**config.mk**
```make
export PLATFORM = sky130hd
export DESIGN_NAME = imm_decode_stage
export DESIGN_NICKNAME = d
export VERILOG_FILES = /design/src/rtl/imm_pkg.sv /design/src/rtl/imm_decode_comb.sv /design/src/rtl/imm_decode_stage.sv
export SDC_FILE = /design/constraint.sdc
export NUM_CORES = 1
export LEC_CHECK = 0
export CAP_MARGIN = 20
export CORE_MARGIN = 1.5
export CORE_UTILIZATION = 45
export CTS_CLUSTER_DIAMETER = 60
export DETAILED_ROUTE_END_ITERATION = 12
export DONT_BUFFER_PORTS = 1
export PLACE_DENSITY = 0.57
export SLEW_MARGIN = 30
export SYNTH_ARGS = -nofsm -noshare
export SYNTH_HDL_FRONTEND = slang
export SYNTH_HIERARCHICAL = 1
export SYNTH_SLANG_ARGS = --single-unit
```
**constraint.sdc**
```tcl
create_clock -name clk -period 7.7 [get_ports clk]
set_input_delay 2.31 -clock clk [delete_from_list [all_inputs] [get_ports clk]]
set_output_delay 2.31 -clock clk [all_outputs]
set_load 0.02 [all_outputs]
```
**src/rtl/imm_pkg.sv**
```systemverilog
// Shared types and opcode constants for the immediate decode stage.
// Entries carry a 64-bit immediate so one struct serves both XLEN=32 and XLEN=64.
package imm_pkg;

    localparam int unsigned ImmMaxW = 64;

    localparam logic [6:0] OpLoad    = 7'b0000011;
    localparam logic [6:0] OpOpImm   = 7'b0010011;
    localparam logic [6:0] OpOpImm32 = 7'b0011011;
    localparam logic [6:0] OpAuipc   = 7'b0010111;
    localparam logic [6:0] OpStore   = 7'b0100011;
    localparam logic [6:0] OpOp      = 7'b0110011;
    localparam logic [6:0] OpLui     = 7'b0110111;
    localparam logic [6:0] OpOp32    = 7'b0111011;
    localparam logic [6:0] OpBranch  = 7'b1100011;
    localparam logic [6:0] OpJalr    = 7'b1100111;
    localparam logic [6:0] OpJal     = 7'b1101111;
    localparam logic [6:0] OpSystem  = 7'b1110011;

    typedef enum logic [2:0] {
        ImmNone = 3'd0,
        ImmI    = 3'd1,
        ImmS    = 3'd2,
        ImmB    = 3'd3,
        ImmU    = 3'd4,
        ImmJ    = 3'd5
    } imm_type_e;

    typedef struct packed {
        logic [31:0]        inst;
        logic [ImmMaxW-1:0] imm;
        imm_type_e          imm_type;
        logic               illegal;
    } decoded_t;

endpackage

```
**src/rtl/imm_decode_comb.sv**
```systemverilog
// Combinational RISC-V immediate decoder: classifies the opcode and assembles the
// sign-extended immediate at XLEN width.
module imm_decode_comb
    import imm_pkg::*;
#(
    parameter int unsigned XLEN = 32
) (
    input  logic [31:0]     inst_i,
    output logic [XLEN-1:0] imm_o,
    output imm_type_e       type_o,
    output logic            illegal_o
);

    logic [6:0] opcode;
    logic       sgn;

    assign opcode = inst_i[6:0];
    assign sgn    = inst_i[31];

    // Every listed opcode ends in 2'b11, so compressed encodings fall to default.
    always_comb begin
        type_o    = ImmNone;
        illegal_o = 1'b0;
        case (opcode)
            OpLoad, OpOpImm, OpJalr, OpSystem: type_o = ImmI;
            OpOpImm32: begin
                if (XLEN == 64) type_o = ImmI;
                else            illegal_o = 1'b1;
            end
            OpStore:         type_o = ImmS;
            OpBranch:        type_o = ImmB;
            OpAuipc, OpLui:  type_o = ImmU;
            OpJal:           type_o = ImmJ;
            OpOp:            type_o = ImmNone;
            OpOp32: begin
                if (XLEN != 64) illegal_o = 1'b1;
            end
            default:         illegal_o = 1'b1;
        endcase
    end

    always_comb begin
        imm_o = '0;
        case (type_o)
            ImmI: imm_o = {{(XLEN-12){sgn}}, inst_i[31:20]};
            ImmS: imm_o = {{(XLEN-12){sgn}}, inst_i[31:25], inst_i[11:7]};
            ImmB: imm_o = {{(XLEN-13){sgn}}, inst_i[31], inst_i[7], inst_i[30:25],
                           inst_i[11:8], 1'b0};
            ImmU: imm_o = {{(XLEN-32){sgn}}, inst_i[31:12], 12'b0};
            ImmJ: imm_o = {{(XLEN-21){sgn}}, inst_i[31], inst_i[19:12], inst_i[20],
                           inst_i[30:21], 1'b0};
            default: imm_o = '0;
        endcase
    end

endmodule

```
**src/rtl/imm_decode_stage.sv**
```systemverilog
// Immediate decode pipeline stage: decoder at the input, two-entry elastic buffer
// (main + skid), synchronous flush and a saturating illegal-instruction counter.
module imm_decode_stage
    import imm_pkg::*;
#(
    parameter int unsigned XLEN  = 32,
    parameter int unsigned CNT_W = 16
) (
    input  logic             clk,
    input  logic             rst,
    input  logic             flush,
    input  logic             in_valid,
    input  logic [31:0]      in_inst,
    output logic             in_ready,
    output logic             out_valid,
    input  logic             out_ready,
    output logic [31:0]      out_inst,
    output logic [XLEN-1:0]  out_imm,
    output logic [2:0]       out_type,
    output logic             out_illegal,
    output logic [CNT_W-1:0] illegal_cnt
);

    localparam logic [CNT_W-1:0] CntMax = {CNT_W{1'b1}};

    logic [XLEN-1:0] dec_imm;
    imm_type_e       dec_type;
    logic            dec_illegal;
    decoded_t        dec_entry;

    decoded_t         main_q, main_d;
    decoded_t         skid_q, skid_d;
    logic             main_valid_q, main_valid_d;
    logic             skid_valid_q, skid_valid_d;
    logic [CNT_W-1:0] cnt_q, cnt_d;

    logic accept;
    logic xfer;

    imm_decode_comb #(
        .XLEN(XLEN)
    ) u_dec (
        .inst_i   (in_inst),
        .imm_o    (dec_imm),
        .type_o   (dec_type),
        .illegal_o(dec_illegal)
    );

    always_comb begin
        dec_entry          = '0;
        dec_entry.inst     = in_inst;
        dec_entry.imm      = ImmMaxW'($signed(dec_imm));
        dec_entry.imm_type = dec_type;
        dec_entry.illegal  = dec_illegal;
    end

    // in_ready comes straight from the skid flag, so out_ready never reaches it.
    assign in_ready = !skid_valid_q;
    assign accept   = in_valid && in_ready;
    assign xfer     = main_valid_q && out_ready;

    always_comb begin
        main_d       = main_q;
        main_valid_d = main_valid_q;
        skid_d       = skid_q;
        skid_valid_d = skid_valid_q;
        cnt_d        = cnt_q;
        if (flush) begin
            main_valid_d = 1'b0;
            skid_valid_d = 1'b0;
        end else begin
            if (accept && dec_entry.illegal && (cnt_q != CntMax)) begin
                cnt_d = cnt_q + CNT_W'(1);
            end
            if (!main_valid_q || xfer) begin
                if (skid_valid_q) begin
                    main_d       = skid_q;
                    main_valid_d = 1'b1;
                    skid_valid_d = 1'b0;
                end else begin
                    main_valid_d = accept;
                    if (accept) main_d = dec_entry;
                end
            end else if (accept) begin
                skid_d       = dec_entry;
                skid_valid_d = 1'b1;
            end
        end
    end

    always_ff @(posedge clk or posedge rst) begin
        if (rst) begin
            main_q       <= '0;
            skid_q       <= '0;
            main_valid_q <= 1'b0;
            skid_valid_q <= 1'b0;
            cnt_q        <= '0;
        end else begin
            main_q       <= main_d;
            skid_q       <= skid_d;
            main_valid_q <= main_valid_d;
            skid_valid_q <= skid_valid_d;
            cnt_q        <= cnt_d;
        end
    end

    assign out_valid   = main_valid_q;
    assign out_inst    = main_q.inst;
    assign out_imm     = main_q.imm[XLEN-1:0];
    assign out_type    = main_q.imm_type;
    assign out_illegal = main_q.illegal;
    assign illegal_cnt = cnt_q;

endmodule

```
After elaboration in Yosys (flattened, before gate mapping)
Cells that the tools add are included.
{"block": "word_totals", "reg_bits": 154, "input_bits": 37, "out_inout_bits": 86, "word_cells": 57}
{"block": "op_classes", "add_sub_neg": 1, "eq_ne": 16, "mux": 11, "bitwise_logic": 2, "reduce_logical": 16}
{"op": "100-bit two-way mux", "n": 2}
{"op": "32-bit case mux with 5 select lines", "n": 1}
{"op": "7-bit == test, second input constant", "n": 4}
{"op": "7-bit by 6-bit == test with 1-bit output, second input constant", "n": 3}
{"op": "16-bit by 1-bit adder with 16-bit output, second input constant", "n": 1}
{"op": "16-bit != test, second input constant", "n": 1}
{"op": "3-bit case mux with 5 select lines", "n": 1}
{"op": "7-bit by 5-bit == test with 1-bit output, second input constant", "n": 2}
{"op": "10-bit OR reduction", "n": 1}
{"op": "7-bit by 2-bit == test with 1-bit output, second input constant", "n": 1}
{"op": "1-bit two-way mux", "n": 7}
{"op": "3-bit by 2-bit == test with 1-bit output, second input constant", "n": 2}
{"op": "3-bit == test, second input constant", "n": 2}
{"op": "3-bit AND reduction", "n": 2}
{"op": "1-bit logical AND", "n": 4}
{"op": "2-bit nonzero test", "n": 2}
{"op": "4-bit OR reduction", "n": 1}
{"op": "3-bit by 1-bit == test with 1-bit output, second input constant", "n": 1}
{"op": "3-bit nonzero test", "n": 1}
{"op": "1-bit zero test", "n": 2}
{"op": "1-bit inverter", "n": 2}
{"op": "2-bit AND reduction", "n": 1}
{"op": "2-bit OR reduction", "n": 1}
{"op": "1-bit logical OR", "n": 1}

Depth between registers and ports, before layout
{"block": "logic_depth", "depth_word": 7, "mapped_depth": 11}

Cells and area by module
The synthesis kept the hierarchy.
{"module": "imm_decode_stage", "instances": 1, "cells_each": 524, "area_per_inst_um2": 6483.7, "seq_area_each_um2": 3853.7}
{"module": "imm_decode_comb", "instances": 1, "cells_each": 82, "area_per_inst_um2": 563.0, "seq_area_each_um2": 0.0}

Worst setup path after synthesis
Ideal clock, no wire load.
{"block": "synth_timing", "kind": "input to register", "from": "in in_inst[4]", "to": "reg cnt_q[15], in the netlist illegal_cnt[15]", "setup_ns": 0.080, "t_arrival_ns": 4.094, "t_required_ns": 7.620, "slack_ns": 3.526, "cell_stages": 11, "n_path_buf": 3, "cell_sequence": "buf_4 -> nand2b_1 -> a21oi_1 -> nor2_1 -> o21bai_1 -> nand4bb_1 -> buf_2 -> or3_1 -> buf_2 -> nor4_4 -> xor2_1"}
{"block": "synth_via", "elab_chain_cells": 6, "word_cells_on_any_way": 15, "classes_between": "10 x eq/ne; 1 x mux; 4 x reduce/logical"}
{"item": "start, declared", "line_no": "imm_decode_stage.sv:13", "rtl": "input logic [31:0] in_inst,"}
{"item": "7-bit by 2-bit == test with 1-bit output (tied with other cells)", "line_no": "imm_decode_comb.sv:24", "rtl": "case (opcode)"}
{"item": "10-bit OR reduction (no line) (*)"}
{"item": "1-bit two-way mux (*)"}
{"item": "net dec_illegal", "line_no": "imm_decode_stage.sv:28", "rtl": "logic dec_illegal;"}
{"item": "1-bit logical AND (*) (2 in a row)", "line_no": "imm_decode_stage.sv:72", "rtl": "if (accept && dec_entry.illegal && (cnt_q != CntMax)) begin"}
{"item": "2-bit AND reduction (no line) (*)"}
{"item": "end signal, assigned", "line_no": "imm_decode_stage.sv:103", "rtl": "cnt_q <= cnt_d;"}
{"item": "end, declared", "line_no": "imm_decode_stage.sv:35", "rtl": "logic [CNT_W-1:0] cnt_q, cnt_d;"}
Mark *: on every way through the listed nets, which the timed path passes. The rest lies on a longest branch.
A chain may end at the register's enable or synchronous reset.

Worst setup path after layout
Ends and elaborated chain as after synthesis.

==> results.ini <==
[run_status]
status = finished clean

[layout]
regArea_um2 = 3860
area_growth_pct = 11.0
drive_gt1_share_pct = 8.26
fill_cells = 1359
multi_input_area_um2 = 3000
fin_area_um2 = 7820
final_nets = 630
diodes = 0

[synthesis]
synth_fp_nets = 644
synth_top_cell_by_area = dfrtp_1
avgSynthCellArea_um2 = 11.6
synth.area.top_cells = dfrtp_1, mux2_1, mux2i_1
synth_top_cells_by_count = dfrtp_1, nor2_1, a21oi_1
ys_seq_area_share_pct = 54.7
ys_ff_latch = 154
yosysMostFrequentCell = dfrtp_1
synthFlopType = dfrtp_1
yosys.area.top_type_share_pct = 54.7
synthCells = 606
synth.distinct_cells = 48
synthArstFlopShare_pct = 100
netlist_area_um2 = 7050
yosys_warnings = 6
synth_edf_count = 0

[route]
firstDrtPassIters = 5
totalWireLength_mm = 14.8
wl_per_cell_um = 18.2
viasPerCell = 5.44
drtAntennaViolNets = 0
drc_errors = 0
drtIter0Drc = 206
vias = 4437

[worst_setup_path]
r2r-start = skid_valid_q
crit_type = in -> reg
critPathLaunch = in_inst[4]
r2r_setup_slack_ps = 5040
critPathCapture = illegal_cnt[15]
r2r-end = illegal_cnt[15]
start_kind = primary input
crit_required_ps = 8040
arrival_ps = 4550
path_max_fanout = 11
rr_worst_depth = 5
critPathCaptureType = flip-flop

[timing]
finalMaxSlewViolations = 0
skew_ps = 8.66
fin_crit_ps = 4210
finalSetupViolCount = 0
setup_tns_ps = 0
hold_viol = 0
tightest_slew_ps = 854
timing.final.crit_share_pct = 54.7
rsz0062_at_grt = no
fmax_mhz = 238
relSlewSlack_pct = 42.9

[floorplan]
start_util_pct = 46.2
fp-row-count = 45
die-area_um2 = 16400
core-area_um2 = 15300
ios = 123
die_h_um = 128
die_x_um = 128

[clock_network]
cts_tree = done
cts_root_buf = clkbuf_16
clk_latency_ps = 420
cts_resized = 0
ctsHoldBuffers = 0
htreeDepth = 4
cts.path.max_buffers = 2
numCtsBuffers = 17
clk_pin_slew_ps = 60
clock_sinks = 154
post_cts_buffers = 0

[grt]
grt_max_degree = 99
grtUsageTotal_pct = 19.5
grt_antenna_before_repair = 0
grt_pass1_vias = 4491
grt_pass1_wl_mm = 24.6
overflow = 0

[placed_design]
place_hpwl_mm = 9.80
port_buffers = 0
dpl_cell_area_um2 = 7180
gp_congestion = 0.740

[run]
max_cap_violations = 0

[power]
powerDensity_nw_per_um2 = 281
ir_worst_vdd_mv = 0.153
power_leakage_uw = 0.00341

[hold_path]
worst_hold_path_type = reg -> reg

==> critical path: stages <==
cell and delay (ps):
nand2b_1 140, a21oi_1 160, nor2_1 60, o21bai_1 370
nand4bb_1 420, or3_1 590, nor4_4 330, xor2_1 160
==> worst min-delay path by stage <==
stage | slack, ps | cells past startpoint | end | start
after global placement | 470 | 1 | skid_q[4] | skid_q[4]
after global routing | 490 | 1 | skid_q[21] | skid_q[21]
after detailed placement | 470 | 1 | skid_q[2] | skid_q[2]
final | 480 | 1 | skid_q[82] | skid_q[82]
after floorplan | 460 | 1 | skid_q[0] | skid_q[0]
after CTS | 490 | 1 | skid_q[82] | skid_q[82]
==> logic make-up (layout without fill, tap and decap cells) <==
| group | after synthesis | after routing | synth area share, % |
|---|---|---|---|
| compound gates | 110 | 110 | 9.25 |
| xor+xnor | 13 | 13 | 1.62 |
| fa+ha+maj | 1 | 1 | 0.178 |
| buf+inv | 44 | 43 | 2.95 |
| flops | 154 | 154 | 54.7 |
| mux | 139 | 139 | 21.0 |
| simple gates | 145 | 145 | 10.3 |
==> registers in the layout, summed over array words and instances (netlist names) <==
name,count
out_illegal,1
out_valid,1
illegal_cnt,16
skid_valid_q,1
out_type,3
out_inst,32
skid_q,68
out_imm,32
==> report_power, final <==
group	internal [µW]	switching, µW	total (µW)
clock network	558	324	881
registers	935	192	1130
logic	90.0	101	191
==> routing by layer <==
metal  vias to the layer above  part of all wire [%]  global-route usage, %
met5                         -                     0                      0
met1                      2192                    45                   25.3
met2                       110                    48                   30.7
met4                         0                   1.1                   6.94
li1                       2121                     -                      -
met3                        14                   6.2                   6.34
==> cell type report <==
class	instances	share of cell area (%)
clock inverter	12	2.19
clock buffer	20	5.84
timing repair buffer	6	0.624
multi-input combinational	408	38.3
inverter	5	0.336
sequential	154	49.3
tap	211	3.37
==> stage by stage <==
step	util, %	std cells	setup WS (ps)	hold slack, ps	power, µW
final	51.3	816	3490	483	2200
after detailed placement	47.1	783	3020	475	1340
after CTS	51.2	815	3480	487	2230
after global placement	47.1	783	3090	466	1320
after global routing	51.3	816	3350	494	2310
after floorplan	-	606	1240	458	1280
==> placed cells by master, fill, tap and decap left out, types with 2 or more instances in the layout <==
| cell type | count |
|---|---|
| a21o_1 | 20 |
| a21oi_1 | 72 |
| a22o_1 | 4 |
| a31oi_1 | 2 |
| and2_1 | 6 |
| and3_1 | 2 |
| buf_4 | 5 |
| bufinv_16 | 4 |
| clkbuf_16 | 17 |
| clkbuf_8 | 2 |
| clkinv_2 | 4 |
| clkinvlp_4 | 3 |
| dfrtp_1 | 153 |
| inv_1 | 3 |
| mux2_1 | 70 |
| mux2i_1 | 69 |
| nand2_1 | 10 |
| nand2b_1 | 3 |
| nand3_1 | 12 |
| nand3b_1 | 2 |
| nand4_1 | 4 |
| nor2_1 | 79 |
| nor2b_1 | 2 |
| nor3_1 | 8 |
| nor3_2 | 2 |
| nor4_1 | 4 |
| nor4b_4 | 2 |
| o21ai_0 | 3 |
| o21ai_1 | 3 |
| xnor2_1 | 3 |
| xor2_1 | 10 |
No activity file was read; power rests on OpenSTA's default activity.
